<file path="config.mk">
export PLATFORM = sky130hd
export DESIGN_NAME = mk14_mem_arbiter
export DESIGN_NICKNAME = d
export VERILOG_FILES = /design/src/rtl/mk14_mem_pkg.sv /design/src/rtl/mk14_stall_mon.sv /design/src/rtl/mk14_mem_arbiter.sv
export SDC_FILE = /design/constraint.sdc
export NUM_CORES = 1
export LEC_CHECK = 0
export ABC_CLOCK_PERIOD_IN_PS = 2800
export BUFFER_PORTS_ARGS = -buffer_cell sky130_fd_sc_hd__buf_2
export CAP_MARGIN = 20
export CELL_PAD_IN_SITES_DETAIL_PLACEMENT = 1
export CELL_PAD_IN_SITES_GLOBAL_PLACEMENT = 1
export CORE_MARGIN = 10
export CORE_UTILIZATION = 35
export CTS_BUF_LIST = sky130_fd_sc_hd__clkbuf_2
export DETAILED_ROUTE_END_ITERATION = 8
export MAX_ROUTING_LAYER = met4
export PLACE_DENSITY = 0.79
export SETUP_SLACK_MARGIN = 0.4
export SYNTH_ARGS = -nofsm -noshare
export SYNTH_HDL_FRONTEND = slang
export SYNTH_SLANG_ARGS = --single-unit
</file>
<file path="constraint.sdc">
create_clock -name clk_pix -period 2.8 [get_ports clk_pix]
set_input_delay 0.28 -clock clk_pix [delete_from_list [all_inputs] [get_ports clk_pix]]
set_output_delay 0.28 -clock clk_pix [all_outputs]
set_load 0.05 [all_outputs]
</file>
<file path="src/rtl/mk14_mem_pkg.sv">
// mk14_mem_pkg: shared widths and arbiter state encoding for the MK14 RAM arbiter
package mk14_mem_pkg;
    localparam int ADDR_W = 16;
    localparam int DATA_W = 8;
    typedef enum logic [1:0] {IDLE, PEND, RDATA, DONE} arb_state_t;
endpackage

</file>
<file path="src/rtl/mk14_stall_mon.sv">
// mk14_stall_mon: per-request CPU wait counter, worst-case stall since reset and starvation flag
module mk14_stall_mon #(
    parameter int STARVE_LIMIT = 64
) (
    input  logic        clk_pix,
    input  logic        rst_pix,
    input  logic        start,
    input  logic        blocked,
    input  logic        leave,
    input  logic        pend,
    output logic        cpu_starved,
    output logic [15:0] stall_max
);
    logic [15:0] wait_cnt_q, wait_cnt_d, stall_max_q, stall_max_d;
    always_comb begin
        wait_cnt_d  = start ? 16'd0 : (blocked && wait_cnt_q != 16'hFFFF) ? wait_cnt_q + 16'd1 : wait_cnt_q;
        stall_max_d = (leave && wait_cnt_q > stall_max_q) ? wait_cnt_q : stall_max_q;
    end
    always_ff @(posedge clk_pix) begin
        if (rst_pix) begin
            wait_cnt_q  <= 16'd0;
            stall_max_q <= 16'd0;
        end else begin
            wait_cnt_q  <= wait_cnt_d;
            stall_max_q <= stall_max_d;
        end
    end
    assign stall_max   = stall_max_q;
    assign cpu_starved = pend && !rst_pix && (wait_cnt_q >= 16'(STARVE_LIMIT));
endmodule

</file>
<file path="src/rtl/mk14_mem_arbiter.sv">
// mk14_mem_arbiter: shares the single-port RAM between the VDU (absolute priority) and the CPU handshake
module mk14_mem_arbiter import mk14_mem_pkg::*; #(
    parameter int STARVE_LIMIT = 64
) (
    input  logic              clk_pix,
    input  logic              rst_pix,
    input  logic              vdu_read_en,
    input  logic [ADDR_W-1:0] vdu_read_addr,
    output logic [DATA_W-1:0] vdu_data,
    input  logic              cpu_req,
    input  logic              cpu_we,
    input  logic [ADDR_W-1:0] cpu_addr,
    input  logic [DATA_W-1:0] cpu_wdata,
    output logic              cpu_ack,
    output logic [DATA_W-1:0] cpu_rdata,
    output logic              mem_en,
    output logic              mem_we,
    output logic [ADDR_W-1:0] mem_addr,
    output logic [DATA_W-1:0] mem_wdata,
    input  logic [DATA_W-1:0] mem_rdata,
    output logic              cpu_starved,
    output logic [15:0]       stall_max
);
    arb_state_t        state_q, state_d;
    logic              we_q, we_d;
    logic [ADDR_W-1:0] addr_q, addr_d;
    logic [DATA_W-1:0] wdata_q, wdata_d, rdata_q, rdata_d;
    logic              accept, blocked, issue;
    assign accept  = state_q == IDLE && cpu_req;
    assign blocked = state_q == PEND && vdu_read_en;
    assign issue   = state_q == PEND && !vdu_read_en && !rst_pix;
    always_comb begin
        we_d    = accept ? cpu_we : we_q;
        addr_d  = accept ? cpu_addr : addr_q;
        wdata_d = accept ? cpu_wdata : wdata_q;
        rdata_d = state_q == RDATA ? mem_rdata : rdata_q;
        state_d = accept ? PEND :
                  issue ? (we_q ? DONE : RDATA) :
                  state_q == RDATA ? DONE :
                  state_q == DONE ? IDLE : state_q;
    end
    always_ff @(posedge clk_pix) begin
        if (rst_pix) begin
            state_q <= IDLE;
            we_q    <= 1'b0;
            addr_q  <= '0;
            wdata_q <= '0;
            rdata_q <= '0;
        end else begin
            state_q <= state_d;
            we_q    <= we_d;
            addr_q  <= addr_d;
            wdata_q <= wdata_d;
            rdata_q <= rdata_d;
        end
    end
    // VDU owns the port whenever it reads; the CPU only ever gets leftover cycles
    assign mem_en    = !rst_pix && (vdu_read_en || issue);
    assign mem_we    = issue && we_q;
    assign mem_addr  = vdu_read_en ? vdu_read_addr : addr_q;
    assign mem_wdata = wdata_q;
    assign vdu_data  = mem_rdata;
    assign cpu_ack   = state_q == DONE && !rst_pix;
    assign cpu_rdata = rdata_q;
    mk14_stall_mon #(.STARVE_LIMIT(STARVE_LIMIT)) u_stall_mon (
        .clk_pix    (clk_pix),
        .rst_pix    (rst_pix),
        .start      (accept),
        .blocked    (blocked),
        .leave      (issue),
        .pend       (state_q == PEND),
        .cpu_starved(cpu_starved),
        .stall_max  (stall_max)
    );
endmodule

</file>
==> results of run 1 <==
-- worst max-delay path, delay by kind of cell, from the launching register on --
family / cells / cell delay (ps)
AO/OA/AOI/OAI: 4 / 1300
adder cells (fa/ha/maj): 1 / 290
buffers and inverters: 1 / 60
flip-flops: 1 / 400
AND/OR/NAND/NOR: 1 / 130
-- cell usage in the layout (no fill, tap or decap), types with 2 or more instances in the layout --
cell type / n
and2b_1: 2
a22o_1: 15
o211ai_1: 2
and2_1: 2
a211oi_1: 2
nand3_1: 7
buf_2: 112
buf_4: 3
clkinv_1: 3
mux2_2: 16
clkinv_2: 2
inv_1: 20
o21ai_0: 6
o2111ai_1: 3
xnor2_1: 5
xor2_1: 8
a21oi_1: 45
and4_1: 3
nand4_1: 5
and3_1: 6
dfxtp_1: 67
clkbuf_2: 10
dlygate4sd3_1: 32
nor4_1: 3
ha_1: 18
nor2_1: 23
nand2_1: 74
-- stage by stage --
stage	util, %	worst slack (ps)	area (um2)	hold slack [ps]	cells
global route	46.61	449.0	4307	0.3157	647
detailed placement	42.37	596.8	3915	446.7	600
floorplan	-	433.6	3317	416.0	383
global placement	42.37	764.2	3915	438.8	600
CTS	46.61	569.3	4307	3.165	647
finish	46.61	565.9	4307	23.68	647
-- cell families (layout without fill, tap and decap cells) --
kind of cell,after synthesis,after routing,synth area share (%)
XOR/XNOR,13,13,3.433
multiplexers,17,17,5.734
flip-flops,67,67,40.44
buffers and inverters,47,182,6.676
AO/OA/AOI/OAI,85,85,17.54
AND/OR/NAND/NOR,136,136,19.39
adder cells (fa/ha/maj),18,18,6.790
-- flip-flops by register name (all words and copies together), names as in the netlist --
| name | count |
|---|---|
| addr_q | 16 |
| u_stall_mon.stall_max | 16 |
| u_stall_mon.wait_cnt_q | 16 |
| cpu_rdata | 8 |
| mem_wdata | 8 |
| state_q | 2 |
| we_q | 1 |
-- per-layer routing --
metal  track usage (%)  wire length [um]
met1             17.65              4701
met2             28.81              5724
met3             5.851               662
met4             3.991               147
met5                 -                 0
-- report_power, final --
part	internal [mW]	switching [mW]
sequential	0.981	0.0167
clock	0.104	0.350
combinational	0.125	0.242
-- cell type report --
cell class	instances	area, um2
inverters	20	75.07
flip-flops and latches	67	1341
repair buffers	147	903.4
clock inverters	5	21.27
multi-input cells	269	1754
fillers	1145	4933
clock buffers	10	50.05
well taps	129	161.4
-- worst paths after layout --
path	cells past startpoint	slack (ps)	end
setup / recovery	7	570	u_stall_mon.stall_max[3]$_SDFFE_PP0P_
hold / removal	3	20	cpu_rdata[3]$_SDFFE_PP0P_
setup reg to reg	7	570	u_stall_mon.stall_max[3]$_SDFFE_PP0P_
hold reg to reg	2	470	addr_q[12]$_SDFFE_PP0P_
==> impl_metrics.env, run 1 <==
export IMPL_status="finished, final reports clean"
export IMPL_syn_area_per_cell_um2=8.660
export IMPL_final_max_slew_viol_count=0
export IMPL_tns_ps=0
export IMPL_clkTransAtPathRegs_ps=170
export IMPL_min_path_type="input port to flop"
export IMPL_fin_nets=585
export IMPL_vias=3240
export IMPL_clk_path_buf_depth=2
export IMPL_crit_required_ps=3270
export IMPL_slowest_stage="a31oi_4"
export IMPL_syn_inst=383
export IMPL_synth_top_area_share_pct=40.44
export IMPL_maxCapViolations=0
export IMPL_slowest_delay_ps=490
export IMPL_synth_seq_area_share_pct=40.44
export IMPL_synth_ff_type="dfxtp_1"
export IMPL_r2r_start="u_stall_mon.stall_max[1]$_SDFFE_PP0P_"
export IMPL_vdd_ir_drop_worst_mv=0.2257
export IMPL_ios=113
export IMPL_dieArea_mm2=0.01377
export IMPL_clock_sinks=67
export IMPL_finalHoldViolations=0
export IMPL_gp_congestion=0.8584
export IMPL_cp_startpoint="u_stall_mon.stall_max[1]$_SDFFE_PP0P_"
export IMPL_dp_hpwl_mm=7.764
export IMPL_rsz0062_at_grt="no"
export IMPL_initial_utilization_pct=35.90
export IMPL_cp_start_kind="flop"
export IMPL_grt_overflow_total=0
export IMPL_synth_edf_count=0
export IMPL_antenna_found_initial=0
export IMPL_power_total_mw=1.819
export IMPL_ctsResizeCount=0
export IMPL_synth_top_cell_by_area="dfxtp_1"
export IMPL_yosysMostFrequentCell="nand2_1"
export IMPL_setup_violations=0
export IMPL_drc=0
export IMPL_worst_path_max_fanout=16
export IMPL_cts_buffers=9
export IMPL_cts_max_level=3
export IMPL_ys_ff_latch=67
export IMPL_die_y_um=117.4
export IMPL_leakagePower_nw=1.925
export IMPL_path_cells="inv_1 > ha_1 > nor2b_1 > o211ai_1 > a2111o_1 > a31oi_4 > a22o_1"
export IMPL_cp_end_kind="flop"
export IMPL_worst_ep_arrival_time_ps=2700
export IMPL_antennaDiodeCount=0
export IMPL_layout_drive_gt1_share_pct=29.15
export IMPL_wire_per_inst_um=17.37
export IMPL_antenna_left=0
export IMPL_clockRootBuffer="clkbuf_2"
export IMPL_grt_pass1_vias=3617
export IMPL_grt_max_degree=38
export IMPL_die_x_um=117.4
export IMPL_grt_usage_pct=16.61
export IMPL_relSlewSlack_pct=38.14
export IMPL_period_share_pct=79.79
export IMPL_hp_start="mem_rdata[3]"
export IMPL_post_cts_buffers=0
export IMPL_fmax_mhz=447.6
export IMPL_row_count=35
export IMPL_fin_worst_skew_ps=28.59
export IMPL_synthArstFlopShare_pct=0
export IMPL_holdBufCountCts=32
export IMPL_tightestPinTransition_ps=927.9
export IMPL_drtIter0Drc=125
export IMPL_power_density_mw_per_mm2=422.4
export IMPL_yosysWarnings=0
export IMPL_period_needed_ps=2234
export IMPL_syn_area_mm2=0.003317
export IMPL_synth_commonest_cells="74 x nand2_1, 67 x dfxtp_1, 45 x a21oi_1"
export IMPL_synth_distinct_cells=50
export IMPL_synth_area_leaders="dfxtp_1 40%, nand2_1 8.4%, a21oi_1 6.8%"
export IMPL_grt_pass1_wl_mm=18.54
export IMPL_drt_pass1_iter_count=4
export IMPL_io_buffers=112
export IMPL_clk_insertion_delay_late_ps=530
export IMPL_area_delta_synth_final_pct=29.84
export IMPL_core_area_mm2=0.009240
export IMPL_wl_mm=11.24
export IMPL_crit_type="flop to flop"
export IMPL_synth_net_count=454
export IMPL_tritoncts="built"
export IMPL_vias_per_cell=5.008
Note: power is estimated with default switching activity, not from simulation.
==> run 2, diff against run 1 <==
Settings changed: ABC_CLOCK_PERIOD_IN_PS 2800 to 2300.
Clock period 2.8 ns to 2.3 ns, I/O delays scaled along.
==> run 2 against run 1 <==
Effect of this change:
- clock-buffer cell count fell by 1
- setup slack got worse by 370 ps
- die area did not move
- register-to-register slack got worse by 370 ps
- global-route usage rose by 1.4 points
- final cell count rose by 5.1%
- clock power rose by 85%
- non-clock buffer count rose by 31
- power rose by 38%
- final area rose by 14%
- critical endpoint is now u_stall_mon.stall_max[8]$_SDFFE_PP0P_
- largest cell class unchanged
==> impl_metrics.env, run 2 (synthesis results as in run 1) <==
export IMPL_period_share_pct=91.35
export IMPL_rsz0062_at_grt="yes"
export IMPL_initial_utilization_pct=35.90
export IMPL_fmax_mhz=476.0
export IMPL_die_x_um=117.4
export IMPL_wire_per_inst_um=18.61
export IMPL_status="finished, final reports clean"
export IMPL_gp_congestion=0.8259
export IMPL_die_y_um=117.4
export IMPL_drt_pass1_iter_count=4
export IMPL_cp_startpoint="u_stall_mon.wait_cnt_q[0]$_SDFFE_PP0P_"
export IMPL_tightestPinTransition_ps=922.7
export IMPL_maxCapViolations=0
export IMPL_tritoncts="built"
export IMPL_wl_mm=12.66
export IMPL_worst_path_max_fanout=7
export IMPL_vdd_ir_drop_worst_mv=0.2760
export IMPL_r2r_start="u_stall_mon.wait_cnt_q[0]$_SDFFE_PP0P_"
export IMPL_tns_ps=0
export IMPL_vias=3497
export IMPL_crit_type="flop to flop"
export IMPL_min_path_type="input port to flop"
export IMPL_core_area_mm2=0.009240
export IMPL_design_area_mm2=0.004917
export IMPL_clock_sinks=67
export IMPL_placed_area_mm2=0.004143
export IMPL_antenna_found_initial=0
export IMPL_leakagePower_nw=2.189
export IMPL_row_count=35
export IMPL_cts_buffers=9
export IMPL_ios=113
export IMPL_finalHoldViolations=0
export IMPL_layout_drive_gt1_share_pct=42.83
export IMPL_grt_pass1_vias=3774
export IMPL_crit_required_ps=2770
export IMPL_hp_start="rst_pix"
export IMPL_fin_worst_skew_ps=32.77
export IMPL_final_common_cell="buf_2"
export IMPL_mostFrequentLayoutCells="109 x buf_2, 74 x nand2_1, 44 x a21oi_1"
export IMPL_clockRootBuffer="clkbuf_2"
export IMPL_cp_start_kind="flop"
export IMPL_relSlewSlack_pct=38.49
export IMPL_seqPwrFrac_pct=47.7
export IMPL_grt_max_degree=38
export IMPL_power_density_mw_per_mm2=510.1
export IMPL_drc=0
export IMPL_p_clk_share_pct=33.6
export IMPL_switchingPower_mw=0.8000
export IMPL_pwr_share_comb_pct=18.7
export IMPL_setup_violations=0
export IMPL_setup_slack_ps=199.0
export IMPL_clk_insertion_delay_late_ps=530
export IMPL_drtIter0Drc=162
export IMPL_grt_pass1_wl_mm=19.91
export IMPL_dieArea_mm2=0.01377
export IMPL_period_needed_ps=2101
export IMPL_antenna_left=0
export IMPL_io_buffers=112
export IMPL_grt_overflow_total=0
export IMPL_dp_hpwl_mm=8.387
export IMPL_p_int_mw=1.708
export IMPL_fin_nets=617
export IMPL_grt_usage_pct=18.02
export IMPL_area_delta_synth_final_pct=48.25
export IMPL_worst_ep_arrival_time_ps=2580
export IMPL_final_max_slew_viol_count=0
export IMPL_cts_max_level=3
export IMPL_cp_end_kind="flop"
export IMPL_vias_per_cell=5.143
export IMPL_antennaDiodeCount=0
export IMPL_clk_path_buf_depth=2
export IMPL_clkTransAtPathRegs_ps=220
export IMPL_dpl_worst_slack_ps=185.3
export IMPL_swShare_pct=31.89
## run 2: what timing repair did
| action | CTS | global route |
|---|---|---|
| buffers inserted | 5 | 9 |
| endpoints found under the setup margin | 21 | 28 |
| resized for setup | 20 | 25 |
| endpoints found under the hold margin | 34 | 0 |
| hold buffers | 34 | 0 |
| cloned | 1 | 0 |
| pin swaps | 14 | 18 |
## run 2: area by class of cell
type / instances / area, um2
inverters: 20 / 75.07
flip-flops and latches: 67 / 1416
multi-input cells: 270 / 1936
well taps: 129 / 161.4
repair buffers: 178 / 1185
fillers: 1089 / 4323
clock inverters: 7 / 98.84
clock buffers: 9 / 45.04
## run 2: critical path, stage by stage (launching register included)
cell and delay (ps):
dfxtp_2 430, inv_1 110, ha_1 290, nand4_1 180, o41ai_4 500, and2_4 250, a41o_4 150, a22o_1 150
## run 2: routing by layer
metal  global-route usage [%]  vias up  wire, um
met5                        -        -         0
met3                    6.043       28       785
met2                    29.55      126      6372
li1                         -     1652         -
met1                    19.97     1691      5143
met4                    6.338        0       356
## run 2: power groups by stage
stage,registers [mW],clock network (mW),logic [mW]
2_1_floorplan,1.25,0,0.258
3_3_place_gp,1.22,0,0.394
4_1_cts,1.20,0.862,0.454
6_report,1.20,0.842,0.469
3_5_place_dp,1.22,0,0.403
5_1_grt,1.20,0.916,0.503
## run 2: metrics by stage
step / hold slack (ps) / std cells / power (mW) / util (%)
after floorplan: 366.0 / 383 / 1.511 / -
after global placement: 440.4 / 615 / 1.615 / 44.83
after detailed placement: 445.6 / 615 / 1.626 / 44.83
after CTS: 131.8 / 671 / 2.516 / 51.51
after global routing: 131.2 / 680 / 2.621 / 53.22
final: 170.1 / 680 / 2.508 / 53.22
## run 2: worst paths after layout
path,endpoint,slack (ps),cells past startpoint
worst max-delay path,u_stall_mon.stall_max[8]$_SDFFE_PP0P_,200,7
worst min-delay path,state_q[1]$_SDFFE_PP0P_,170,5
worst max register to register,u_stall_mon.stall_max[8]$_SDFFE_PP0P_,200,7
worst min register to register,addr_q[12]$_SDFFE_PP0P_,470,2
==> run 3, diff against run 2 <==
Settings changed: CORE_ASPECT_RATIO set to 0.9, PLACE_DENSITY 0.79 to 0.78, SYNTH_HIERARCHICAL set to 1.
==> run 3 against run 2 <==
Effect of this change:
- first-iteration DRC count decreased by 19%
- critical endpoint is now u_stall_mon/stall_max[11]$_SDFFE_PP0P_
- largest power group unchanged
- area after synthesis is 2.7% higher
- sequential share of layout area down 1.6 points
- clock power up 2%
- power is 4.7% higher
- critical path depth increased by 1
==> impl_metrics.env, run 3 <==
export IMPL_status="finished, final reports clean"
export IMPL_relSlewSlack_pct=63.35
export IMPL_mostFrequentLayoutCells="109 x buf_2, 74 x nand2_1, 37 x dfxtp_1"
export IMPL_clock_sinks=67
export IMPL_maxCapViolations=0
export IMPL_tightestPinTransition_ps=549.8
export IMPL_rsz0062_at_grt="yes"
export IMPL_cp_startpoint="u_stall_mon/stall_max[1]$_SDFFE_PP0P_"
export IMPL_ios=113
export IMPL_period_needed_ps=2138
export IMPL_synthArstFlopShare_pct=0
export IMPL_power_density_mw_per_mm2=503.7
export IMPL_leakagePower_nw=2.278
export IMPL_placed_area_mm2=0.004228
export IMPL_area_delta_synth_final_pct=53.01
export IMPL_cp_start_kind="flop"
export IMPL_vdd_ir_drop_worst_mv=0.2986
export IMPL_antenna_left=0
export IMPL_design_area_mm2=0.005211
export IMPL_dieArea_mm2=0.01408
export IMPL_cts_max_level=3
export IMPL_cp_top_family="compound AO/OA/AOI/OAI gates"
export IMPL_setup_violations=0
export IMPL_grt_pass1_vias=3914
export IMPL_synth_seq_area_share_pct=39.38
export IMPL_wire_per_inst_um=19.04
export IMPL_synth_top_area_share_pct=39.38
export IMPL_whs_ps=285.4
export IMPL_fin_nets=628
export IMPL_tns_ps=0
export IMPL_vias_per_cell=5.051
export IMPL_final_common_cell="buf_2"
export IMPL_synth_edf_count=0
export IMPL_period_share_pct=92.98
export IMPL_path_cells="inv_2 > ha_4 > nor2b_4 > o211ai_1 > a2111o_1 > a32o_2 > buf_12 > a22o_2"
export IMPL_fin_worst_skew_ps=44.44
export IMPL_die_x_um=124.0
export IMPL_synth_distinct_cells=48
export IMPL_layout_drive_gt1_share_pct=51.42
export IMPL_drc=0
export IMPL_syn_area_mm2=0.003406
export IMPL_yosysMostFrequentCell="nand2_1"
export IMPL_drtIter0Drc=131
export IMPL_grt_overflow_total=0
export IMPL_synth_top_cell_by_area="dfxtp_1"
export IMPL_slowest_delay_ps=400
export IMPL_row_count=34
export IMPL_yosysWarnings=6
export IMPL_finalHoldViolations=0
export IMPL_initial_utilization_pct=35.58
export IMPL_hp_start="vdu_read_en"
export IMPL_clkTransAtPathRegs_ps=230
export IMPL_worstPathBufferInverterCount=2
export IMPL_clk_insertion_delay_late_ps=540
export IMPL_vias=3480
export IMPL_synth_area_leaders="dfxtp_1 39%, nand2_1 8.2%, ha_1 6.6%"
export IMPL_drt_pass1_iter_count=4
export IMPL_worst_path_max_fanout=11
export IMPL_crit_type="flop to flop"
export IMPL_final_max_slew_viol_count=0
export IMPL_grt_usage_pct=18.59
export IMPL_die_y_um=113.6
export IMPL_syn_inst=387
export IMPL_antenna_found_initial=1
export IMPL_fmax_mhz=467.6
export IMPL_grt_max_degree=41
export IMPL_wl_mm=13.12
export IMPL_io_buffers=112
export IMPL_clockRootBuffer="clkbuf_2"
export IMPL_cp_end_kind="flop"
export IMPL_gp_congestion=0.8111
export IMPL_core_area_mm2=0.009572
export IMPL_clk_path_buf_depth=2
export IMPL_synth_ff_type="dfxtp_1"
export IMPL_worst_ep_arrival_time_ps=2590
export IMPL_synth_commonest_cells="74 x nand2_1, 67 x dfxtp_1, 26 x a21oi_1"
export IMPL_grt_pass1_wl_mm=20.12
export IMPL_slowest_stage="dfxtp_4"
export IMPL_nFillCells=1128
export IMPL_min_path_type="input port to flop"
export IMPL_dp_hpwl_mm=8.078
export IMPL_cts_buffers=9
export IMPL_r2r_start="u_stall_mon/stall_max[1]$_SDFFE_PP0P_"
export IMPL_synth_net_count=458
export IMPL_syn_area_per_cell_um2=8.800
export IMPL_tritoncts="built"
export IMPL_ys_ff_latch=67
export IMPL_crit_required_ps=2750
==> run 3: cell count changes after synthesis, sizes merged, moves of 2 or more <==
| cell | change |
|---|---|
| a2111oi | -2 |
| o2111ai | -3 |
| and2b | -2 |
| nand2b | +3 |
| nor4 | +3 |
| and4 | -2 |
| nor3 | +6 |
| xor2 | -7 |
| clkbuf | -7 |
| xnor2 | +3 |
| or3 | +4 |
| nor2b | +2 |
| buf | +8 |
| nor2 | -4 |
==> run 3: final timing paths <==
path / to / slack [ps] / cells past startpoint
worst min-delay path: u_stall_mon/wait_cnt_q[3]$_SDFFE_PP0P_ / 290 / 5
worst max-delay path: u_stall_mon/stall_max[11]$_SDFFE_PP0P_ / 160 / 8
worst min register to register: cpu_rdata[4]$_SDFFE_PP0P_ / 460 / 2
worst max register to register: u_stall_mon/stall_max[11]$_SDFFE_PP0P_ / 160 / 8
==> run 3: area by class of cell <==
| class | count | area, um2 | area share [%] |
|---|---|---|---|
| diodes | 1 | 2.502 | 0.04802 |
| well taps | 126 | 157.7 | 3.025 |
| repair buffers | 187 | 1285 | 24.66 |
| inverters | 22 | 90.09 | 1.729 |
| multi-input cells | 270 | 2117 | 40.62 |
| clock buffers | 9 | 45.04 | 0.8643 |
| flip-flops and latches | 67 | 1416 | 27.18 |
| clock inverters | 7 | 97.59 | 1.873 |
==> run 3: power breakdown <==
| part | total, mW | switching [mW] | internal, mW |
|---|---|---|---|
| sequential | 1.21 | 0.0242 | 1.19 |
| combinational | 0.554 | 0.360 | 0.194 |
| clock | 0.861 | 0.492 | 0.369 |
| total | 2.62 | 0.876 | 1.75 |
==> run 3: cells by family (layout without fill, tap and decap cells) <==
kind of cell               Yosys count  in the layout  synth area share [%]
other                                0              1                     0
adders and majority gates           18             18                 6.613
muxes                               18             18                 5.878
AOI/OAI and AO/OA                   81             81                 18.22
buffers and inverters               50            225                 7.972
DFF                                 67             67                 39.38
xor gates and xnor gates             9              9                 2.315
and+or+nand+nor                    144            144                 19.62
==> run 3: worst register-to-register path, delay by kind of cell, from the launching register on <==
kind / cells / cell delay (ps)
adders and majority gates: 1 / 260
DFF: 1 / 400
and+or+nand+nor: 1 / 120
AOI/OAI and AO/OA: 4 / 1090
buffers and inverters: 2 / 190
==> run 3: metal layers <==
metal / up-vias / part of all wire (%) / GRT usage [%]
li1: 1668 / - / -
met1: 1684 / 41 / 19.94
met2: 105 / 51 / 31.80
met3: 23 / 5.4 / 5.682
met4: 0 / 2.1 / 6.365
met5: - / 0 / -
==> run 3: metrics by stage <==
step | std cells | util (%) | setup slack [ps] | total power, mW
floorplan | 387 | - | 196.6 | 1.588
global placement | 621 | 44.17 | -94.95 | 1.699
detailed placement | 621 | 44.17 | -163.0 | 1.709
CTS | 679 | 51.62 | 176.9 | 2.635
global route | 689 | 54.44 | 51.35 | 2.747
finish | 689 | 54.44 | 161.5 | 2.625
==> run 3: what timing repair did <==
action / in CTS / in global routing
setup endpoints to repair: 25 / 33
hold buffers: 34 / 0
cloned: 0 / 1
setup buffers: 8 / 8
endpoints found under the hold margin: 34 / 0
pin swaps: 14 / 17
gates resized for setup: 41 / 44
